## src/rtl/demux_stream_buffered_pkg.sv

```systemverilog
// demux_stream_buffered_pkg: lane IDs and default sizing shared by the demux stream buffer
package demux_stream_buffered_pkg;
    localparam logic LANE1 = 1'b0;
    localparam logic LANE2 = 1'b1;
    localparam int DEFAULT_WIDTH = 8;
    localparam int DEFAULT_DEPTH = 2;
endpackage

```

## src/rtl/demux_lane_fifo.sv

```systemverilog
// demux_lane_fifo: per-lane FIFO with registered storage and combinational head
module demux_lane_fifo
    import demux_stream_buffered_pkg::*;
#(
    parameter int WIDTH = DEFAULT_WIDTH,
    parameter int DEPTH = DEFAULT_DEPTH
) (
    input  logic             clk,
    input  logic             rst,
    input  logic             push,
    input  logic [WIDTH-1:0] push_data,
    input  logic             pop,
    output logic             full,
    output logic             empty,
    output logic [WIDTH-1:0] head
);
    localparam int AW = $clog2(DEPTH);
    localparam logic [AW:0] FULL_CNT = (AW+1)'(DEPTH);
    logic [WIDTH-1:0] mem [DEPTH];
    logic [AW-1:0] wr_ptr, rd_ptr;
    logic [AW:0] count;
    logic do_push, do_pop;
    assign full = count == FULL_CNT;
    assign empty = count == '0;
    assign do_push = push && !full;
    assign do_pop = pop && !empty;
    assign head = mem[rd_ptr];
    // Storage, pointers and occupancy; simultaneous push and pop keeps the count
    always_ff @(posedge clk or posedge rst) begin
        if (rst) begin
            for (int i = 0; i < DEPTH; i++) mem[i] <= '0;
            wr_ptr <= '0;
            rd_ptr <= '0;
            count <= '0;
        end else begin
            if (do_push) begin
                mem[wr_ptr] <= push_data;
                wr_ptr <= wr_ptr + 1'b1;
            end
            if (do_pop) rd_ptr <= rd_ptr + 1'b1;
            count <= count + {{AW{1'b0}}, do_push} - {{AW{1'b0}}, do_pop};
        end
    end
endmodule

```

## src/rtl/demux_stream_buffered.sv

```systemverilog
// demux_stream_buffered: steers one stream into two buffered lanes; DEMUX_STATS_EN adds STALL_CNT
module demux_stream_buffered
    import demux_stream_buffered_pkg::*;
#(
    parameter int WIDTH = DEFAULT_WIDTH,
    parameter int DEPTH = DEFAULT_DEPTH
) (
    input  logic             CLK,
    input  logic             RESET,
    input  logic [WIDTH-1:0] IN_DATA,
    input  logic             IN_SELECT,
    input  logic             IN_VALID,
    output logic             IN_READY,
    output logic [WIDTH-1:0] OUT1_DATA,
    output logic             OUT1_VALID,
    input  logic             OUT1_READY,
    output logic [WIDTH-1:0] OUT2_DATA,
    output logic             OUT2_VALID,
    input  logic             OUT2_READY
`ifdef DEMUX_STATS_EN
    ,
    output logic [15:0]      STALL_CNT
`endif
);
    logic full1, full2, empty1, empty2;
    logic push1, push2;
    assign IN_READY = (IN_SELECT == LANE2) ? !full2 : !full1;
    assign push1 = IN_VALID && IN_READY && (IN_SELECT == LANE1);
    assign push2 = IN_VALID && IN_READY && (IN_SELECT == LANE2);
    assign OUT1_VALID = !empty1;
    assign OUT2_VALID = !empty2;

    demux_lane_fifo #(.WIDTH(WIDTH), .DEPTH(DEPTH)) u_lane1 (
        .clk(CLK), .rst(RESET), .push(push1), .push_data(IN_DATA), .pop(OUT1_READY),
        .full(full1), .empty(empty1), .head(OUT1_DATA)
    );

    demux_lane_fifo #(.WIDTH(WIDTH), .DEPTH(DEPTH)) u_lane2 (
        .clk(CLK), .rst(RESET), .push(push2), .push_data(IN_DATA), .pop(OUT2_READY),
        .full(full2), .empty(empty2), .head(OUT2_DATA)
    );

`ifdef DEMUX_STATS_EN
    // Saturating count of cycles the producer offers a word that is refused
    always_ff @(posedge CLK or posedge RESET) begin
        if (RESET) STALL_CNT <= '0;
        else if (IN_VALID && !IN_READY && STALL_CNT != 16'hFFFF) STALL_CNT <= STALL_CNT + 16'd1;
    end
`endif
endmodule

```

## config.mk

```make
export PLATFORM = sky130hd
export DESIGN_NAME = demux_stream_buffered
export DESIGN_NICKNAME = d
export VERILOG_FILES = /design/src/rtl/demux_stream_buffered_pkg.sv /design/src/rtl/demux_lane_fifo.sv /design/src/rtl/demux_stream_buffered.sv
export SDC_FILE = /design/constraint.sdc
export NUM_CORES = 1
export LEC_CHECK = 0
export BUFFER_PORTS_ARGS = -buffer_cell sky130_fd_sc_hd__buf_2
export CAP_MARGIN = 10
export CORE_MARGIN = 2
export CORE_UTILIZATION = 23
export DETAILED_ROUTE_END_ITERATION = 16
export HOLD_SLACK_MARGIN = 0.08
export PLACE_DENSITY = 0.51
export SYNTH_ARGS = -nofsm -noshare
export SYNTH_HDL_FRONTEND = slang
export SYNTH_SLANG_ARGS = --single-unit
export TNS_END_PERCENT = 1
```

## constraint.sdc

```tcl
create_clock -name CLK -period 3.2 [get_ports CLK]
set_clock_uncertainty 0.2 [all_clocks]
set_input_delay 0.48 -clock CLK [delete_from_list [all_inputs] [get_ports CLK]]
set_output_delay 0.48 -clock CLK [all_outputs]
set_load 0.1 [all_outputs]
```

== Word-level counts from Yosys, hierarchy flattened ==
Cells that the tools add are included.
Word-level totals
  register bits: 40
  output and inout bits: 19
Operators by class
  mux-type cells: 13
  $lt $le $gt $ge: 6
  bitwise logic cells: 5
  equality and inequality tests: 2
  add/subtract/negate cells: 8
  reductions and logical operators: 15
Operator list (number)
  8-bit 2-to-1 mux: 8
  16-bit bitwise mux: 2
  8-bit demux with 1-bit select: 2
  1-bit logical AND: 9
  2-bit greater-or-equal comparator (second input constant): 4
  1-bit NOT with 2-bit output: 4
  1-bit adder (second input constant): 4
  2-bit by 1-bit adder with 2-bit output: 2
  2-bit equality test (second input constant): 2
  1-bit logical NOT: 4
  2-bit logical NOT: 2
  2-bit by 1-bit less-than comparator with 1-bit output (second input constant): 2
  2-bit by 1-bit subtractor with 2-bit output: 2
  1-bit 2-to-1 mux: 1
  1-bit NOT: 1

== Logic depth before layout (Yosys ltp) ==
  word-level depth: 8
  gate-level depth with buffers: 6

== Modules after synthesis ==
Synthesis repeated with hierarchy kept, for this count alone.
Unflattened totals
  cell total of the unflattened synthesis: 127
  area, all modules: 1830.5 µm²
Modules (own cells, without submodules)
  demux_lane_fifo: times used 2, sequential area each 500.5 µm², area each 898.4 µm², cells an instance 61
  demux_stream_buffered: times used 1, sequential area each 0.0 µm², area each 33.8 µm², cells an instance 5

== Least setup slack after synthesis ==
OpenSTA, ideal clock, no wires.
  kind: register to output
  start point: reg u_lane1.count[0]
  end point: out IN_READY
  cell stages (with the launch flop): 4
  data arrival time: 2.020 ns
  data required time: 2.520 ns
  setup slack: 0.500 ns
  cell sequence: dfrtp_1 -> nand2b_1 -> nor2_1 -> a21oi_1
Between the ends
  longest elaborated chain between the ends: 3
Ends and longest elaborated chain
  from (decl): line demux_lane_fifo.sv:21  | logic [AW:0] count;
  from (signal assigned): line demux_lane_fifo.sv:41  | count <= count + {{AW{1'b0}}, do_push} - {{AW{1'b0}}, do_pop};
  2-bit equality test: line demux_lane_fifo.sv:23  | assign full = count == FULL_CNT;
  1-bit logical NOT: line demux_stream_buffered.sv:27  | assign IN_READY = (IN_SELECT == LANE2) ? !full2 : !full1;
  1-bit 2-to-1 mux: line demux_stream_buffered.sv:27
  to (decl): line demux_stream_buffered.sv:13  | output logic IN_READY,
No other way between the ends.

== Final worst setup path ==
  start point: reg u_lane2.rd_ptr
  end point: out OUT2_DATA[0]
Between the ends
  longest elaborated chain between the ends: 4
Ends and longest elaborated chain
  from (decl): line demux_lane_fifo.sv:20  | logic [AW-1:0] wr_ptr, rd_ptr;
  from (signal assigned): line demux_lane_fifo.sv:40  | if (do_pop) rd_ptr <= rd_ptr + 1'b1;
  1-bit NOT with 2-bit output (implied by the code): line demux_lane_fifo.sv:27  | assign head = mem[rd_ptr];
  8-bit 2-to-1 mux (implied by the code) (3 in series): line demux_lane_fifo.sv:27
  to (decl): line demux_stream_buffered.sv:17  | output logic [WIDTH-1:0] OUT2_DATA,
No other way between the ends. The select of a mux whose other input is x is not followed.

==> results.py <==
metrics = {
    "detailed_routing": {
        "ant_nets": 0,
        "drc_errors": 0,
        "via_per_inst": 4.019,
        "num_vias": 1069,
        "routed_wl_um": 3592,
        "routedWlPerCell_um": 13.50,
        "first_pass_iters": 3,
        "drtIter0Drc": 19,
    },
    "worst_setup_path": {
        "worstPathCellList": "mux2_2 -> buf_2",
        "crit_path_top_delay_cell": "dfrtp_1",
        "regToRegSetupSlack_ns": 1.08,
        "r2r_start": "u_lane1.count[0]$_DFF_PP0_",
        "cp_data_required_time_ns": 2.52,
        "critPathLaunchType": "register",
        "path_max_fanout": 9,
        "reg2reg_to": "u_lane1.count[1]$_DFF_PP0_",
        "critPathKind": "register to output port",
        "rr_worst_depth": 6,
        "worst_path_largest_cell_delay_ns": 0.64,
        "crit_arrival_ns": 1.63,
        "cp-end-kind": "output port",
    },
    "place": {
        "dp_hpwl_um": 2446,
        "place_congestion": 0.6597,
        "port_buffers": 32,
    },
    "final_layout": {
        "nNetsFinal": 179,
        "syn_to_final_growth_pct": 19.19,
        "insertedDiodeCount": 0,
        "layout-drive-gt1-share_pct": 58.54,
    },
    "clocking": {
        "cts_max_path_buffers": 2,
        "post_cts_buffers": 0,
        "ctsRootBufferMaster": "clkbuf_8",
        "cts_made_buffers": 5,
        "cts_hold_buf": 0,
        "cts_tree": "yes",
        "cts_max_level": 2,
        "cts_resized": 0,
        "clk_latency_ns": 0.29,
        "cts_sinks": 40,
        "clk_pin_slew_ns": 0.08,
    },
    "die": {
        "placementRows": 32,
        "ios": 33,
        "die_h_um": 94.03,
        "start_util_pct": 23.88,
        "die_x_um": 94.03,
        "die_area_um2": 8842,
        "fp.coreArea_um2": 7807,
    },
    "timing": {
        "clock.fmax_mhz": 433.5,
        "finalCriticalPeriod_ns": 2.307,
        "rsz0062_at_grt": "false",
        "finalSetupViolations": 0,
        "post-route-period-util_pct": 72.08,
        "slew_violations": 0,
        "hold_viol": 0,
        "timing.setup.tns_ns": 0,
        "worst_slew_pin_slew_ns": 0.6899,
        "relSlewSlack_pct": 53.76,
    },
    "yosys": {
        "syn_area_um2": 1864,
        "ys_warn_count": 0,
        "ys_types": 25,
        "post_synth.cell_area_avg_um2": 14.68,
        "ys_seq_area_share_pct": 53.69,
        "synth_nets": 143,
        "synth-seq-cells": 40,
        "synthesis.instances": 127,
    },
    "global_route": {
        "grt_pass1_vias": 1095,
        "grt_start_max_net_pins": 41,
        "grt_pass1_wl_um": 5802,
        "grt_remaining_overflow": 0,
        "grtUsageTotal_pct": 8.818,
        "antenna_found_initial": 0,
    },
    "outcome": {
        "outcome": "complete, no violations",
    },
    "flow_run": {
        "cap_violations": 0,
    },
    "hold_path": {
        "hold_path.class": "input pin to async pin",
    },
}
state kept, by name (all words and copies together), names as in the netlist:
register / count
u_lane1.count: 2
u_lane1.mem: 16
u_lane1.rd_ptr: 1
u_lane1.wr_ptr: 1
u_lane2.count: 2
u_lane2.mem: 16
u_lane2.rd_ptr: 1
u_lane2.wr_ptr: 1
placed cells by master, fill, tap and decap left out:
cell type,synthesis,layout
a21oi_1,1,1
and2_1,2,2
and2b_2,1,1
and3b_1,1,1
buf_2,0,32
buf_4,0,1
clkbuf_8,0,6
clkinv_2,0,2
dfrtp_1,40,40
ha_1,2,2
inv_1,3,3
mux2_2,40,40
mux2_4,8,8
mux2i_1,2,2
nand2_1,3,3
nand2_2,1,1
nand2b_1,1,1
nand3_2,1,1
nand3b_1,1,1
nor2_1,2,2
nor2b_4,1,1
nor3_2,1,1
nor3b_1,1,1
or2_2,2,2
or3b_1,1,1
xnor2_1,4,4
xor2_1,4,4
routing by layer:
metal | share of wire, % | global-route usage, % | vias up
met1 | 45 | 11.02 | 527
met5 | 0 | 0 | -
met3 | 4.2 | 2.408 | 6
li1 | - | - | 513
met2 | 49 | 14.17 | 23
met4 | 2.0 | 3.986 | 0
Yosys cell counts:
library cell | n | area (um2)
mux2i_1 | 2 | 20.02
nand3_2 | 1 | 10.01
dfrtp_1 | 40 | 1001
buf_6 | 2 | 22.52
inv_1 | 3 | 11.26
xnor2_1 | 4 | 35.03
nor2_1 | 2 | 7.510
mux2_2 | 40 | 450.4
clkbuf_1 | 2 | 7.510
nand2_1 | 3 | 11.26
nor2b_4 | 1 | 13.76
and3b_1 | 1 | 8.760
nor3_2 | 1 | 10.01
or3b_1 | 1 | 8.760
ha_1 | 2 | 25.02
mux2_4 | 8 | 120.1
nor3b_1 | 1 | 7.510
and2b_2 | 1 | 8.760
xor2_1 | 4 | 35.03
or2_2 | 2 | 12.51
nand3b_1 | 1 | 7.510
nand2b_1 | 1 | 6.260
a21oi_1 | 1 | 5.000
nand2_2 | 1 | 6.260
and2_1 | 2 | 12.51
worst max-delay path by stage:
stage / start / endpoint / slack [ns]
final: u_lane2.rd_ptr$_DFFE_PP0P_ / OUT2_DATA[0] / 0.89
after global placement: u_lane1.count[0]$_DFF_PP0_ / u_lane1.count[1]$_DFF_PP0_ / 1.02
after floorplan: u_lane1.count[0]$_DFF_PP0_ / IN_READY / 0.50
after detailed placement: u_lane1.count[0]$_DFF_PP0_ / u_lane1.count[1]$_DFF_PP0_ / 1.08
after global routing: u_lane1.rd_ptr$_DFFE_PP0P_ / OUT1_DATA[2] / 0.85
after CTS: u_lane2.rd_ptr$_DFFE_PP0P_ / OUT2_DATA[0] / 0.85
per-stage QoR:
stage | hold WS [ns] | utilization, % | setup WS (ns) | std cells | instance area (um2)
2_1_floorplan | 0.2728 | - | 0.5000 | 127 | 1864
4_1_cts | 0.1224 | 28.46 | 0.8530 | 266 | 2222
6_report | 0.1066 | 28.46 | 0.8933 | 266 | 2222
3_3_place_gp | 0.2830 | 27.28 | 1.020 | 258 | 2130
5_1_grt | 0.1682 | 28.46 | 0.8451 | 266 | 2222
3_5_place_dp | 0.2915 | 27.28 | 1.077 | 258 | 2130
area by class of cell:
class	instances	area [um2]
Multi-Input combinational cell	80	822.0
Sequential cell	40	1001
Inverter	3	11.26
Fill cell	826	5585
Clock inverter	2	10.01
Tap cell	102	127.6
Timing Repair Buffer	33	167.7
Clock buffer	6	82.58
critical path: cells and delay by family, from the launching register on:
kind / cells / cell delay [ns]
muxes: 1 / 0.40
buffers and inverters: 1 / 0.29
DFF: 1 / 0.64
logic make-up (layout without fill, tap and decap cells):
kind of cell / Yosys count / count (layout) / share of synthesized area [%]
buffers and inverters: 7 / 44 / 2.215
xor gates and xnor gates: 8 / 8 / 3.758
muxes: 50 / 50 / 31.68
DFF: 40 / 40 / 53.69
AOI/OAI and AO/OA: 1 / 1 / 0.2682
adders and majority gates: 2 / 2 / 1.342
and+or+nand+nor: 19 / 19 / 7.048
Power is left out: the tool's default activity adds up to more than one toggle a clock period on the data nets, which glitch-free logic cannot reach.
